<file path="config.mk">
export PLATFORM = sky130hd
export DESIGN_NAME = alu_pipe
export DESIGN_NICKNAME = d
export VERILOG_FILES = /design/src/rtl/alu_pipe.sv
export SDC_FILE = /design/constraint.sdc
export NUM_CORES = 1
export LEC_CHECK = 0
export ABC_AREA = 1
export CAP_MARGIN = 20
export CORE_MARGIN = 3
export CORE_UTILIZATION = 41
export CTS_CLUSTER_DIAMETER = 50
export DETAILED_ROUTE_END_ITERATION = 6
export HOLD_SLACK_MARGIN = 0.06
export SLEW_MARGIN = 30
export SYNTH_ARGS = -nofsm -noshare
export SYNTH_HDL_FRONTEND = slang
export SYNTH_SLANG_ARGS = --single-unit
</file>
<file path="constraint.sdc">
create_clock -name clk -period 5.7 [get_ports clk]
set_input_delay 0.855 -clock clk [delete_from_list [all_inputs] [get_ports clk]]
set_output_delay 0.855 -clock clk [all_outputs]
set_load 0.02 [all_outputs]
</file>
<file path="src/rtl/alu_pipe.sv">
// Two-stage pipelined ALU with tagged beats; `define ALU_PIPE_SAT_EN adds saturating ADDS/SUBS.
// Latency: a beat accepted at edge N is registered in stage 1 at N and on out_* after edge N+1.
// Backpressure: in_ready = !s1_valid || !out_valid || out_ready; out_* hold while out_valid && !out_ready.
module alu_pipe #(
    parameter int WIDTH = 8,
    parameter int TAG_W = 4
) (
    input  logic             clk,
    input  logic             rst_n,
    input  logic             in_valid,
    output logic             in_ready,
    input  logic [WIDTH-1:0] in_a,
    input  logic [WIDTH-1:0] in_b,
    input  logic [3:0]       in_op,
    input  logic [TAG_W-1:0] in_tag,
    output logic             out_valid,
    input  logic             out_ready,
    output logic [WIDTH-1:0] out_y,
    output logic [TAG_W-1:0] out_tag,
    output logic             out_carry,
    output logic             out_ovf,
    output logic             out_zero,
    output logic             out_neg
);
    localparam int SHW = $clog2(WIDTH);

    localparam logic [3:0] OP_ADD  = 4'b0000;
    localparam logic [3:0] OP_SUB  = 4'b0001;
    localparam logic [3:0] OP_AND  = 4'b0010;
    localparam logic [3:0] OP_OR   = 4'b0011;
    localparam logic [3:0] OP_XOR  = 4'b0100;
    localparam logic [3:0] OP_NOR  = 4'b0101;
    localparam logic [3:0] OP_SLL  = 4'b0110;
    localparam logic [3:0] OP_SRL  = 4'b0111;
    localparam logic [3:0] OP_SLT  = 4'b1000;
    localparam logic [3:0] OP_SLTU = 4'b1001;
    localparam logic [3:0] OP_SRA  = 4'b1010;
`ifdef ALU_PIPE_SAT_EN
    localparam logic [3:0] OP_ADDS = 4'b1011;
    localparam logic [3:0] OP_SUBS = 4'b1100;
    localparam logic [WIDTH-1:0] MAX_POS = {1'b0, {(WIDTH-1){1'b1}}};
    localparam logic [WIDTH-1:0] MIN_NEG = {1'b1, {(WIDTH-1){1'b0}}};
`endif

    typedef struct packed {
        logic [WIDTH-1:0] a;
        logic [WIDTH-1:0] b;
        logic [3:0]       op;
        logic [TAG_W-1:0] tag;
    } op_t;

    typedef struct packed {
        logic [WIDTH-1:0] y;
        logic [TAG_W-1:0] tag;
        logic             carry;
        logic             ovf;
        logic             zero;
        logic             neg;
    } res_t;

    logic s1_valid;
    logic s2_valid;
    op_t  s1_q;
    res_t s2_q;
    res_t res_d;
    logic adv1;
    logic adv2;

    assign adv2      = !s2_valid || out_ready;
    assign adv1      = !s1_valid || adv2;
    assign in_ready  = adv1 && rst_n;
    assign out_valid = s2_valid;

    // Execute stage: everything below works on the stage-1 registers only.
    logic [WIDTH:0]   sum_add;
    logic [WIDTH:0]   sum_sub;
    logic             ovf_add;
    logic             ovf_sub;
    logic [SHW-1:0]   sh;
    logic [WIDTH-1:0] sra_y;
    logic             slt;
    logic             sltu;

    assign sum_add = {1'b0, s1_q.a} + {1'b0, s1_q.b};
    assign sum_sub = {1'b0, s1_q.a} + {1'b0, ~s1_q.b} + {{WIDTH{1'b0}}, 1'b1};
    assign ovf_add = (s1_q.a[WIDTH-1] == s1_q.b[WIDTH-1]) && (sum_add[WIDTH-1] != s1_q.a[WIDTH-1]);
    assign ovf_sub = (s1_q.a[WIDTH-1] != s1_q.b[WIDTH-1]) && (sum_sub[WIDTH-1] != s1_q.a[WIDTH-1]);
    assign sh      = s1_q.b[SHW-1:0];
    assign sra_y   = $signed(s1_q.a) >>> sh;
    assign slt     = $signed(s1_q.a) < $signed(s1_q.b);
    assign sltu    = s1_q.a < s1_q.b;

    always_comb begin
        res_d     = '0;
        res_d.tag = s1_q.tag;
        case (s1_q.op)
            OP_ADD: begin
                res_d.y     = sum_add[WIDTH-1:0];
                res_d.carry = sum_add[WIDTH];
                res_d.ovf   = ovf_add;
            end
            OP_SUB: begin
                res_d.y     = sum_sub[WIDTH-1:0];
                res_d.carry = sum_sub[WIDTH];
                res_d.ovf   = ovf_sub;
            end
            OP_AND:  res_d.y = s1_q.a & s1_q.b;
            OP_OR:   res_d.y = s1_q.a | s1_q.b;
            OP_XOR:  res_d.y = s1_q.a ^ s1_q.b;
            OP_NOR:  res_d.y = ~(s1_q.a | s1_q.b);
            OP_SLL:  res_d.y = s1_q.a << sh;
            OP_SRL:  res_d.y = s1_q.a >> sh;
            OP_SLT:  res_d.y = {{(WIDTH-1){1'b0}}, slt};
            OP_SLTU: res_d.y = {{(WIDTH-1){1'b0}}, sltu};
            OP_SRA:  res_d.y = sra_y;
`ifdef ALU_PIPE_SAT_EN
            // Overflow direction follows operand A's sign for both add and subtract.
            OP_ADDS: begin
                res_d.y     = ovf_add ? (s1_q.a[WIDTH-1] ? MIN_NEG : MAX_POS) : sum_add[WIDTH-1:0];
                res_d.carry = sum_add[WIDTH];
                res_d.ovf   = ovf_add;
            end
            OP_SUBS: begin
                res_d.y     = ovf_sub ? (s1_q.a[WIDTH-1] ? MIN_NEG : MAX_POS) : sum_sub[WIDTH-1:0];
                res_d.carry = sum_sub[WIDTH];
                res_d.ovf   = ovf_sub;
            end
`endif
            default: res_d.y = '0;
        endcase
        res_d.zero = (res_d.y == '0);
        res_d.neg  = res_d.y[WIDTH-1];
    end

    // Payload registers load only on a real transfer so idle cycles leave the datapath quiet.
    always_ff @(posedge clk or negedge rst_n) begin
        if (!rst_n) begin
            s1_valid <= 1'b0;
            s1_q     <= '0;
        end else begin
            if (adv1) begin
                s1_valid <= in_valid;
            end
            if (in_valid && adv1) begin
                s1_q <= '{a: in_a, b: in_b, op: in_op, tag: in_tag};
            end
        end
    end

    always_ff @(posedge clk or negedge rst_n) begin
        if (!rst_n) begin
            s2_valid <= 1'b0;
            s2_q     <= '0;
        end else begin
            if (adv2) begin
                s2_valid <= s1_valid;
            end
            if (s1_valid && adv2) begin
                s2_q <= res_d;
            end
        end
    end

    assign out_y     = s2_q.y;
    assign out_tag   = s2_q.tag;
    assign out_carry = s2_q.carry;
    assign out_ovf   = s2_q.ovf;
    assign out_zero  = s2_q.zero;
    assign out_neg   = s2_q.neg;

endmodule
</file>
==> results of run 1 <==
## cell usage in the layout (no fill, tap or decap)
master and n:
o21ai_1 11, nor2_1 81, dfrtp_1 41, ha_1 25, or2_2 2, a21boi_0 1
xor2_1 2, nor3_1 1, nand2_2 3, a31oi_1 1, a21oi_1 37, a21oi_2 2
buf_2 1, nand3_1 69, and2_1 1, fa_1 2, nor2_2 2, clkinv_1 2
clkdlybuf4s50_1 44, o21ai_0 12, o21a_1 1, buf_4 2, clkbuf_1 1, nor2_4 1
clkinv_4 1, inv_4 1, nand4_1 9, o22ai_1 2, inv_1 51, inv_2 9
nand2_1 166, clkbuf_8 5
## kinds of logic (layout without fill, tap and decap cells)
group	count (synthesis)	in the layout	synth area share, %
buffers and inverters	80	117	9.31
and+or+nand+nor	335	335	40.3
xor gates and xnor gates	2	2	0.506
AOI/OAI and AO/OA	67	67	10.1
DFF	41	41	29.6
adders and majority gates	27	27	10.2
## routing by layer
metal | GRT usage, % | vias up
li1 | - | 1830
met4 | 6.18 | 0
met5 | 0 | -
met1 | 30.9 | 1642
met3 | 2.79 | 17
met2 | 35.7 | 122
## worst register-to-register path: stages, from the launching register on
cell     delay [ps]
dfrtp_1         720
inv_1           500
ha_1            490
nor2_1          170
nand2_1          90
nand2_1          90
nand2_1          60
nand3_1          90
nand3_1          90
nor2_1          210
nand3_1         100
nor2_1          100
nand2_1          60
nand2_1          50
## area by class of cell
type	count	share of cell area, %
multi-input combinational	431	52.3
inverter	63	5.90
timing repair buffer	47	11.4
clock buffer	6	1.79
sequential	41	25.3
clock inverter	1	0.216
tap	102	3.15
## through the flow
stage / cells / utilization (%) / setup slack [ps] / cell area, µm² / total power (µW)
3_3_place_gp: 684 / 49.8 / 2660 / 3970 / 1080
2_1_floorplan: 552 / - / 3530 / 3470 / 858
5_1_grt: 691 / 50.8 / 2520 / 4050 / 1390
4_1_cts: 691 / 50.8 / 2610 / 4050 / 1290
3_5_place_dp: 684 / 49.8 / 2620 / 3970 / 1090
6_report: 691 / 50.8 / 2660 / 4050 / 1280
## how the worst min path moves through the flow
stage,to,cells after the start
4_1_cts,out_tag[1],2
3_5_place_dp,out_tag[1],2
6_report,out_y[4],2
5_1_grt,out_y[2],2
2_1_floorplan,res_d[4],2
3_3_place_gp,out_y[0],2
## power by group
group          total, µW  switching (µW)  internal [µW]  leakage [µW]
Combinational        665             417            248       0.00153
Clock                190             105           85.0     0.0000412
Sequential           420            65.7            354      0.000480
Total               1280             588            687       0.00206
## sequential cells by signal, indices dropped and copies added, names as in the netlist
register and count:
out_carry 1, res_d 4, out_zero 1, out_tag 4
out_valid 1, s1_q 20, s1_valid 1, out_ovf 1
out_y 8
==> results.yml, run 1 <==
power:
  p_per_area_mw_per_mm2: 315
  max-vdd-ir-drop_v: 0.000125
  p_leak_uw: 0.00206
logic_synthesis:
  yosysSeqAreaShare_pct: 29.6
  synth_commonest_cells: "nand2_1 (166), nor2_1 (81), nand3_1 (69)"
  synth_area_mm2: 0.00347
  synth_most_common_cell: "nand2_1"
  synth.distinct_cells: 30
  synth_area_leaders: "dfrtp_1 (30%), nand2_1 (18%), nand3_1 (10%)"
  ys.warnings.count: 0
  post-synth-top-area-cell: "dfrtp_1"
  yosys.area.top_type_share_pct: 29.6
  ys_seq_elements: 41
  syn_area_per_cell_um2: 6.28
  synthArstFlopShare_pct: 100
  syn_inst: 552
  yosys_most_used_dff: "dfrtp_1"
  syn-num-nets: 607
  synth_edf_count: 0
grt:
  globalRouteTotalUtil_pct: 22.0
  grt_max_degree: 43
  grt_pass1_vias: 3461
  grt.overflow.total: 0
  grt_pass1_wl_um: 17300
  antenna_found_initial: 0
timing:
  final-setup-viol-count: 0
  finalHoldViolations: 0
  drv_slew: 0
  fin_hold_ws_ps: 485
  max_freq_mhz: 329
  slew_headroom_pct: 46.9
  max_slew.worst_pin.slew_ps: 795
  final.setup_skew_ps: 9.79
  grt_setup_unrepaired: "no"
  timing.final.crit_share_pct: 53.4
  min_period_ps: 3040
  tns_ps: 0
setup_path:
  worstRegToRegCells: 13
  crit_end: "in_ready"
  crit_slowest_cell: "clkdlybuf4s50_1"
  worstPathCellList: "clkdlybuf4s50_1 > inv_1 > nand3_1 > nand2_1 > inv_1 > clkdlybuf4s50_1"
  crit_required_ps: 4850
  cp-start-kind: "input port"
  r2r-start: "s1_q[9]"
  path_class: "in -> out"
  slowest_delay_ps: 600
  crit_start: "out_ready"
  crit_cells: 6
  timing.critical_path.buf_inv: 4
  end_kind: "primary output"
  cp.arrival_ps: 2190
  crit_fanout: 3
  timing.rr.end: "out_zero"
  rrSetupSlack_ps: 2840
  path_delay_family: "buffers and inverters"
clock_tree:
  cts_buffers: 5
  hold_buffers: 0
  cts.clk_slew.worst_paths_ps: 80
  htree_levels: 2
  cts-root-buf: "clkbuf_8"
  clock_insertion_delay_worst_skew_ps: 300
  cts_setup_buffers: 0
  cts_resized: 0
  clock-sinks: 41
  clock_path_buffers: 2
  cts_tree: "built"
cells_and_area:
  seq_area_mm2: 0.00103
  multi_input_area_mm2: 0.00212
  fillers: 830
  syn2layout_area_growth_pct: 16.9
  nets: 644
  drive_gt1_share_pct: 4.92
  num_antenna_cells: 0
route:
  drc: 0
  top_layer: "met4"
  num_vias: 3611
  drt_wl_total_um: 10200
  routed_via_density: 5.23
  drt-initial-drc-count: 222
  wl_met2_um: 4560
  detail-route-antenna-nets: 0
  wire_per_inst_um: 14.8
  wl_met1_um: 4910
  drtPass1Iterations: 5
  routed-wl-met3_um: 527
placed_design:
  hpwl_um: 8180
  place_congestion: 0.900
  io_buffers: 45
die:
  ioPinCount: 46
  chipHeight_um: 97.9
  initial_utilization_pct: 43.5
  fp.coreArea_mm2: 0.00797
  placementRows: 32
  die_x_um: 97.9
  fp.dieArea_mm2: 0.00959
flow_run:
  max-cap-violations: 0
worst_hold_path:
  worstHoldStart: "out_y[4]"
  hold_path_class: "reg -> reg"
outcome:
  status: "finished, final reports clean"
Note: power is estimated with default switching activity, not from simulation.
==> inputs of run 2 (changes only) <==
clock period = 2.9 ns   (was 5.7 ns; I/O delays follow)
==> results.yml, run 2 (synthesis results as in run 1) <==
clock_tree:
  cts_setup_buffers: 0
  cts-root-buf: "clkbuf_8"
  cts_tree: "built"
  htree_levels: 2
  cts_resized: 0
  clock_path_buffers: 2
  cts_buffers: 5
  hold_buffers: 0
  cts.clk_slew.worst_paths_ps: 90
  clock_insertion_delay_worst_skew_ps: 300
  clock-sinks: 41
route:
  routed_via_density: 5.22
  wl_met1_um: 5020
  detail-route-antenna-nets: 0
  drt_wl_total_um: 10700
  wire_per_inst_um: 15.3
  routed-wl-met3_um: 641
  drt-initial-drc-count: 210
  top_layer: "met4"
  wl_met2_um: 4800
  drc: 0
  num_vias: 3638
  drtPass1Iterations: 5
die:
  die_x_um: 97.9
  ioPinCount: 46
  chipHeight_um: 97.9
  fp.dieArea_mm2: 0.00959
  fp.coreArea_mm2: 0.00797
  initial_utilization_pct: 43.5
  placementRows: 32
placed_design:
  io_buffers: 45
  hpwl_um: 8480
  place_congestion: 0.893
  dp_cells: 689
cells_and_area:
  seq_area_mm2: 0.00103
  stdcell_count: 697
  multi_input_area_mm2: 0.00212
  fillers: 806
  layout_commonest_cell: "nand2_1"
  max_flop_register: "s1_q"
  largest_reg_flops: 20
  syn2layout_area_growth_pct: 18.7
  num_antenna_cells: 0
  drive_gt1_share_pct: 6.05
  final_cell_mix: "nand2_1 (166), nor2_1 (81), nand3_1 (69)"
  nets: 649
setup_path:
  worstPathCellList: "ha_1 > fa_1 > xor2_1 > a21oi_1 > nand2_1 > nor2_1 > nand2_1 > nor2_1 > nand3_1 > nor2_1 > nand2_1 > nand2_1"
  worstRegToRegCells: 12
  end_kind: "register"
  cp-start-kind: "register"
  path_class: "reg -> reg"
  crit_required_ps: 3140
  crit_slowest_cell: "dfrtp_1"
  cp.arrival_ps: 2770
  cp_common_cell: "nand2_1"
  crit_fanout: 12
  slowest_delay_ps: 540
outcome:
  status: "finished, final reports clean"
timing:
  finalHoldViolations: 0
  drv_slew: 0
  final.setup_skew_ps: 10.8
  fin_hold_ws_ps: 236
  max_slew.worst_pin.slew_ps: 645
  final-setup-viol-count: 0
  grt_setup_unrepaired: "no"
  max_freq_mhz: 396
  min_period_ps: 2530
  timing.final.crit_share_pct: 87.2
  tns_ps: 0
  slew_headroom_pct: 56.9
grt:
  grt.overflow.total: 0
  antenna_found_initial: 0
  grt_pass1_wl_um: 18000
  grt_max_degree: 42
  globalRouteTotalUtil_pct: 23.3
  grt_pass1_vias: 3542
power:
  p_leak_uw: 0.00209
  max-vdd-ir-drop_v: 0.000274
  p_per_area_mw_per_mm2: 630
worst_hold_path:
  hold_path_class: "in -> async"
flow_run:
  max-cap-violations: 0
==> run 2: worst paths after layout <==
path | startpoint | endpoint | slack (ps)
setup / recovery | s1_q[8] | out_zero | 370
hold / removal | rst_n | s1_q[11] | 240
min in group clk | out_y[5] | out_y[5] | 490
max in group asynchronous | rst_n | out_tag[1] | 2280
setup reg to reg | s1_q[8] | out_zero | 370
hold reg to reg | out_y[5] | out_y[5] | 490
==> run 2: area by class of cell <==
class	count	share of cell area (%)
Clock buffer	7	2.34
Clock inverter	1	0.213
Inverter	63	5.81
Multi-Input combinational cell	431	51.5
Sequential cell	41	24.9
Tap cell	102	3.10
Timing Repair Buffer	52	12.1
==> run 2: layer usage <==
layer  up-vias  GRT usage, %
li1       1843             -
met1      1645          33.2
met2       129          36.4
met3        21          4.00
met4         0          6.18
met5         -             0
==> run 2: power breakdown <==
part           switching (µW)  internal [µW]  total [µW]
Combinational             832            498        1330
Clock                     227            220         448
Sequential                118            696         813
Total                    1180           1410        2590
==> run 2: worst max-delay path, delay by kind of cell (launching register included) <==
family	cells	cell delay, ps
AO/OA/AOI/OAI	1	160
XOR/XNOR	1	170
adder cells (fa/ha/maj)	2	760
flip-flops	1	540
AND/OR/NAND/NOR	8	830
==> run 2: metrics by stage <==
step	total power (µW)	setup slack [ps]	area, µm²	utilization (%)
2_1_floorplan	1690	728	3470	-
3_3_place_gp	2150	379	4010	50.3
3_5_place_dp	2150	369	4010	50.3
4_1_cts	2610	341	4110	51.6
5_1_grt	2820	67.8	4110	51.6
6_report	2590	372	4110	51.6
